===== config.mk =====
export PLATFORM = sky130hd
export DESIGN_NAME = trigger_sequencer
export DESIGN_NICKNAME = d
export VERILOG_FILES = /design/src/rtl/krd_trigger_pkg.sv /design/src/rtl/hit_detector.sv /design/src/rtl/trigger_sequencer.sv
export SDC_FILE = /design/constraint.sdc
export NUM_CORES = 1
export LEC_CHECK = 0
export ABC_CLOCK_PERIOD_IN_PS = 8300
export CORE_UTILIZATION = 56
export DETAILED_ROUTE_END_ITERATION = 6
export PLACE_DENSITY_LB_ADDON = 0.15
export SYNTH_ARGS = -nofsm -noshare
export SYNTH_HDL_FRONTEND = slang
export SYNTH_SLANG_ARGS = --single-unit

===== constraint.sdc =====
create_clock -name CLK -period 8.3 [get_ports CLK]
set_input_delay 1.66 -clock CLK [delete_from_list [all_inputs] [get_ports CLK]]
set_output_delay 1.66 -clock CLK [all_outputs]
set_load 0.02 [all_outputs]

===== src/rtl/krd_trigger_pkg.sv =====
// Shared definitions for the per-channel trigger sequencer.
//   SAMPLE_LANE_WIDTH : width of one sample lane inside an ADC word
//   trig_state_t      : trigger FSM state encoding (IDLE / ACTIVE / HOLDOFF)
package krd_trigger_pkg;

  localparam int SAMPLE_LANE_WIDTH = 16;

  typedef enum logic [1:0] {
    IDLE    = 2'd0,
    ACTIVE  = 2'd1,
    HOLDOFF = 2'd2
  } trig_state_t;

endpackage


===== src/rtl/hit_detector.sv =====
// Combinational threshold-crossing detector for one ADC word.
// Each 16-bit lane carries an unsigned sample in its low ADC_RESOLUTION_WIDTH
// bits. The lane is a hit when (sample - BASELINE), taken as a signed value
// one bit wider than the sample, is strictly greater than the signed THRESHOLD.
// Ports:
//   DIN_VALID : DIN holds a valid word this cycle
//   DIN       : packed sample lanes
//   THRESHOLD : signed offset above baseline (live value)
//   BASELINE  : unsigned baseline (live value)
//   word_hit  : DIN_VALID and at least one lane hit
module hit_detector
  import krd_trigger_pkg::*;
#(
  parameter int DATA_WIDTH           = 128,
  parameter int ADC_RESOLUTION_WIDTH = 12
) (
  input  logic                            DIN_VALID,
  input  logic [DATA_WIDTH-1:0]           DIN,
  input  logic [ADC_RESOLUTION_WIDTH:0]   THRESHOLD,
  input  logic [ADC_RESOLUTION_WIDTH-1:0] BASELINE,
  output logic                            word_hit
);

  localparam int NUM_LANES = DATA_WIDTH / SAMPLE_LANE_WIDTH;

  logic [NUM_LANES-1:0] lane_hit;
  logic                 unused_din;

  for (genvar i = 0; i < NUM_LANES; i++) begin : g_lane
    logic [ADC_RESOLUTION_WIDTH-1:0] sample;
    logic [ADC_RESOLUTION_WIDTH:0]   diff;

    assign sample      = DIN[i*SAMPLE_LANE_WIDTH +: ADC_RESOLUTION_WIDTH];
    // Both operands are zero-extended, so the difference always fits the
    // extra sign bit and can never wrap.
    assign diff        = {1'b0, sample} - {1'b0, BASELINE};
    assign lane_hit[i] = $signed(diff) > $signed(THRESHOLD);
  end

  assign word_hit = DIN_VALID & (|lane_hit);

  // The upper bits of every lane carry no sample data.
  assign unused_din = ^DIN;

endmodule


===== src/rtl/trigger_sequencer.sv =====
// Per-channel trigger controller feeding the header/footer framing stage.
// Opens a frame on a threshold crossing, closes it after POST_TRIGGER_WORDS
// consecutive valid non-hit words or MAX_FRAME_WORDS valid words, then holds
// TRIGGERED low for HOLDOFF_CYCLES clocks so the framer can insert a footer
// and the next header. The threshold/baseline in force at frame start are
// frozen for the footer. All outputs are registered.
// Ports:
//   CLK, RESET          : clock, synchronous active-high reset
//   ENABLE              : allows new frames to start (does not abort a frame)
//   DIN_VALID, DIN      : ADC word stream
//   THRESHOLD, BASELINE : live compare settings
//   TRIGGERED           : high while a frame is open (one cycle after the hit word)
//   THRESHOLD_WHEN_HIT  : THRESHOLD captured at frame start
//   BASELINE_WHEN_HIT   : BASELINE captured at frame start
//   TRUNCATED           : one-cycle pulse when a frame closes on length limit
//   BUSY                : FSM in ACTIVE or HOLDOFF
//   FRAME_COUNT         : frames started since reset, wrapping
module trigger_sequencer
  import krd_trigger_pkg::*;
#(
  parameter int DATA_WIDTH           = 128,
  parameter int ADC_RESOLUTION_WIDTH = 12,
  parameter int POST_TRIGGER_WORDS   = 4,
  parameter int MAX_FRAME_WORDS      = 64,
  parameter int HOLDOFF_CYCLES       = 4,
  parameter int FRAME_CNT_WIDTH      = 16
) (
  input  logic                            CLK,
  input  logic                            RESET,
  input  logic                            ENABLE,
  input  logic                            DIN_VALID,
  input  logic [DATA_WIDTH-1:0]           DIN,
  input  logic [ADC_RESOLUTION_WIDTH:0]   THRESHOLD,
  input  logic [ADC_RESOLUTION_WIDTH-1:0] BASELINE,
  output logic                            TRIGGERED,
  output logic [ADC_RESOLUTION_WIDTH:0]   THRESHOLD_WHEN_HIT,
  output logic [ADC_RESOLUTION_WIDTH-1:0] BASELINE_WHEN_HIT,
  output logic                            TRUNCATED,
  output logic                            BUSY,
  output logic [FRAME_CNT_WIDTH-1:0]      FRAME_COUNT
);

  localparam int LEN_W  = $clog2(MAX_FRAME_WORDS + 1);
  localparam int POST_W = $clog2(POST_TRIGGER_WORDS + 1);
  localparam int HOLD_W = $clog2(HOLDOFF_CYCLES + 1);

  localparam logic [LEN_W-1:0]  LEN_MAX   = LEN_W'(MAX_FRAME_WORDS);
  localparam logic [POST_W-1:0] POST_MAX  = POST_W'(POST_TRIGGER_WORDS);
  localparam logic [HOLD_W-1:0] HOLD_LAST = HOLD_W'(HOLDOFF_CYCLES - 1);

  trig_state_t state_q, state_d;

  logic [LEN_W-1:0]  len_q,  len_d,  len_inc;
  logic [POST_W-1:0] post_q, post_d, post_inc;
  logic [HOLD_W-1:0] hold_q, hold_d;

  logic triggered_q, triggered_d;
  logic truncated_q, truncated_d;
  logic busy_q;
  logic start_frame;
  logic word_hit;

  logic [ADC_RESOLUTION_WIDTH:0]   thr_hit_q;
  logic [ADC_RESOLUTION_WIDTH-1:0] base_hit_q;
  logic [FRAME_CNT_WIDTH-1:0]      frame_count_q;

  hit_detector #(
    .DATA_WIDTH           (DATA_WIDTH),
    .ADC_RESOLUTION_WIDTH (ADC_RESOLUTION_WIDTH)
  ) u_hit_detector (
    .DIN_VALID (DIN_VALID),
    .DIN       (DIN),
    .THRESHOLD (THRESHOLD),
    .BASELINE  (BASELINE),
    .word_hit  (word_hit)
  );

  // Counter values that the current valid word would produce.
  assign len_inc  = len_q + LEN_W'(1);
  assign post_inc = word_hit ? '0 : post_q + POST_W'(1);

  // NOTE: every signal written here gets a default first, so no path through
  // the case statement can leave one unassigned and infer a latch.
  always_comb begin
    state_d     = state_q;
    len_d       = len_q;
    post_d      = post_q;
    hold_d      = hold_q;
    triggered_d = triggered_q;
    truncated_d = 1'b0;
    start_frame = 1'b0;

    case (state_q)
      IDLE: begin
        if (word_hit && ENABLE) begin
          state_d     = ACTIVE;
          len_d       = LEN_W'(1);
          post_d      = '0;
          triggered_d = 1'b1;
          start_frame = 1'b1;
        end
      end

      ACTIVE: begin
        // Words with DIN_VALID low leave both counters untouched.
        if (DIN_VALID) begin
          len_d  = len_inc;
          post_d = post_inc;
          if ((len_inc == LEN_MAX) || (post_inc == POST_MAX)) begin
            state_d     = HOLDOFF;
            hold_d      = '0;
            triggered_d = 1'b0;
            // A simultaneous post-trigger close still reports truncation.
            truncated_d = (len_inc == LEN_MAX);
          end
        end
      end

      HOLDOFF: begin
        if (hold_q == HOLD_LAST) begin
          state_d = IDLE;
        end else begin
          hold_d = hold_q + HOLD_W'(1);
        end
      end

      default: begin
        state_d     = IDLE;
        triggered_d = 1'b0;
      end
    endcase
  end

  // NOTE: state is updated with non-blocking assignments so every register
  // samples the pre-edge values, independent of statement order.
  always_ff @(posedge CLK) begin
    if (RESET) begin
      state_q       <= IDLE;
      len_q         <= '0;
      post_q        <= '0;
      hold_q        <= '0;
      triggered_q   <= 1'b0;
      truncated_q   <= 1'b0;
      busy_q        <= 1'b0;
      thr_hit_q     <= '0;
      base_hit_q    <= '0;
      frame_count_q <= '0;
    end else begin
      state_q     <= state_d;
      len_q       <= len_d;
      post_q      <= post_d;
      hold_q      <= hold_d;
      triggered_q <= triggered_d;
      truncated_q <= truncated_d;
      busy_q      <= (state_d != IDLE);
      // The captured pair stays put through HOLDOFF and IDLE so the footer
      // reads stable values until the next frame starts.
      if (start_frame) begin
        thr_hit_q     <= THRESHOLD;
        base_hit_q    <= BASELINE;
        frame_count_q <= frame_count_q + FRAME_CNT_WIDTH'(1);
      end
    end
  end

  assign TRIGGERED          = triggered_q;
  assign TRUNCATED          = truncated_q;
  assign BUSY               = busy_q;
  assign THRESHOLD_WHEN_HIT = thr_hit_q;
  assign BASELINE_WHEN_HIT  = base_hit_q;
  assign FRAME_COUNT        = frame_count_q;

endmodule


==> out/metrics.cfg <==
[timing]
finalClockSkew_ns = 0.00521
max_freq_mhz = 138
setup_viol = 0
fin_tns_setup_ns = 0
rsz0062_at_grt = false
setup_ws_ns = 1.05
worstMarginPinSlew_ns = 0.693
finalMaxSlewViolations = 0
period_share_pct = 87.3
relSlewSlack_pct = 53.8
min_period_ns = 7.25
final_hold_viol_count = 0

[global_routing]
grt_use_total_pct = 31.3
grt_pass1_wl_um = 39900
antenna_found_initial = 1
globalRoute.totalOverflow = 0
grt_max_degree = 68
grt_pass1_vias = 8351

[layout]
fill_cells = 1253
fin_util_pct = 71.5
drive_gt1_share_pct = 3.53
nNetsFinal = 1667
area_growth_pct = 25.5

[cts]
ctsHtreeMaxLevel = 3
cts.clk_slew.worst_paths_ns = 0.05
post-cts-setup-buffers = 0
clock-sinks = 59
cts_max_path_buffers = 2
hold_buffers = 0
cts-buffers-inserted = 9
cts_tree = done
post_cts_resized = 0
root_buffer = clkbuf_16
clock_latency_ns = 0.33

[synth]
yosysTopAreaCellShare_pct = 29.7
synth_seq_cells = 59
async_reset_ff_share_pct = 0
synth_cells = 1126
synth.avg_cell_area_um2 = 7.67
synth-edff-count = 0
yosysMostFrequentCell = ha_1
ys_top_cells_by_area = ha_1 30%, dfxtp_1 14%, nor2_1 5.3%, nand2_1 5.1%, a21oi_1 4.8%
synth_area_leader_cell = ha_1
ys_seq_area_share_pct = 13.7
synth_common_cells = 205 x ha_1, 121 x nor2_1, 118 x nand2_1, 92 x inv_1, 83 x a21oi_1
ys.flop_type = dfxtp_1
synth_cell_types = 60
syn_nets = 1496
syn-cell-area_mm2 = 0.00863
synth_warnings = 0

[floorplanning]
die_area_mm2 = 0.0159
rows = 45
num_io_pins = 201
core_area_mm2 = 0.0151
die_w_um = 126
initial_core_util_pct = 57.0
die_h_um = 126

[setup_path]
required_ns = 8.55
critPathKind = in2reg
cpPeakStageDelay_ns = 0.47
ff2ff_path_depth = 5
cpMaxStageDelayCell = clkdlybuf4s50_1
worstPathArrival_ns = 7.50
worstPathMaxFanout = 30
end_kind = register
cp-start-kind = input pin
crit_path_frequent_cell = buf_4

[power]
p_leak_nw = 4.97
p_per_area_mw_per_mm2 = 124
vdd_drop_max_v = 0.000152

[drt]
ant_nets = 0
dr.pass1.iters = 6
dr_total_vias = 8587
routed_via_density = 5.76
drt_iter0_drc = 481
drt_wl_total_um = 24000
post-route-drc-count = 0
avgRoutedWirePerCell_um = 16.1

[placed_design]
gp_congestion = 0.895
portBuffers = 168
pre_cts_ws_ns = 0.833
dp_hpwl_um = 18300

[worst_hold_path]
whs_path_depth = 2
hp-class = reg2reg

[status]
outcome = completed

[job]
cap_violations = 0

[state kept, by name, indices dropped and copies added, names as in the netlist]
register and count:
FRAME_COUNT 16, THRESHOLD_WHEN_HIT 13, BASELINE_WHEN_HIT 12, len_q 7, hold_q 3, post_q 3, state_q 2, BUSY 1
TRIGGERED 1, TRUNCATED 1
[critical path, delay by kind of cell]
kind	cells	cell delay, ns
xor gates and xnor gates	1	0.14
AOI/OAI and AO/OA	9	2.25
buffers and inverters	5	1.30
adders and majority gates	2	0.63
and+or+nand+nor	8	1.51
[final cells by class]
cell class,instances,area (um2),area share (%)
antenna,1,2.50,0.0231
clock buffer,9,225,2.08
clock inverter,7,76.3,0.704
inverter,92,345,3.19
multi-input combinational,958,7030,64.8
sequential,59,1180,10.9
tap,188,235,2.17
timing repair buffer,177,1740,16.1
[routing by layer]
| metal | wire, um | vias to the layer above | track usage [%] | share of wire [%] |
|---|---|---|---|---|
| met1 | 10300 | 3843 | 38.3 | 43 |
| met4 | 1100 | 0 | 15.2 | 4.6 |
| li1 | - | 4400 | - | - |
| met5 | 0 | - | 0 | 0 |
| met2 | 11000 | 282 | 53.5 | 46 |
| met3 | 1620 | 62 | 5.06 | 6.7 |
[logic make-up (layout without fill, tap and decap cells)]
kind of cell    after synthesis  after routing  share of synthesized area [%]
other cells                   0              1                              0
compound gates              261            261                           19.8
mux                           4              4                          0.522
buf+inv                     109            285                           4.93
fa+ha+maj                   213            213                           31.6
simple gates                411            411                           22.5
flops                        59             59                           13.7
xor+xnor                     69             69                           7.00
[per-stage QoR]
stage                     cell area [um2]  std cells  power (mW)  hold WS (ns)
final                               10800       1491        1.35         0.451
after global routing                10800       1490        1.45         0.466
after CTS                           10800       1490        1.34         0.453
after detailed placement            10500       1474       0.963         0.446
after global placement              10500       1474       0.946         0.442
after floorplan                      8630       1126       0.771         0.447
[where the power goes]
part	leakage, nW	total (mW)	internal (mW)	switching (mW)
sequential	0.479	0.298	0.292	0.00557
clock	0.142	0.377	0.234	0.143
combinational	4.35	0.671	0.317	0.354
total	4.97	1.35	0.843	0.503
[cells in the final DEF (no fill, tap or decap), types with 3 or more instances in the layout]
master,Yosys,routed
o31ai_1,9,9
o21ai_0,48,48
a311oi_1,7,7
ha_1,205,205
nand2_1,118,118
o41ai_1,8,8
and2_1,10,10
dfxtp_1,59,59
and4_1,3,3
xnor2_1,42,42
clkbuf_16,0,9
a21o_1,24,24
or2_2,3,3
nor2_1,121,121
nor4_1,6,6
nor3_2,5,5
buf_4,0,9
mux2_2,4,4
fa_1,8,8
inv_1,92,92
nand2b_1,19,19
o2111ai_1,3,3
xor2_1,27,27
o311a_1,3,3
a21boi_0,25,25
a21oi_1,83,83
o31a_1,5,5
nand3_1,41,41
and3_1,8,8
nor3_1,24,24
nand4_1,21,21
a211oi_1,6,6
clkdlybuf4s50_1,0,167
a41o_1,5,5
nor2b_1,21,21
a221oi_1,4,4
a31oi_1,5,5
a211o_1,7,7
o21a_1,4,4
[worst paths after layout]
check	slack [ns]	from	endpoint
max	1.05	BASELINE[2]	len_q[1]$_SDFFE_PP0P_
min	0.45	THRESHOLD_WHEN_HIT[1]$_SDFFE_PP0P_	THRESHOLD_WHEN_HIT[1]$_SDFFE_PP0P_
max reg2reg	6.12	state_q[1]$_SDFF_PP0_	FRAME_COUNT[15]$_SDFFE_PP0P_
min reg2reg	0.45	THRESHOLD_WHEN_HIT[1]$_SDFFE_PP0P_	THRESHOLD_WHEN_HIT[1]$_SDFFE_PP0P_
Note: power is estimated with default switching activity, not from simulation.
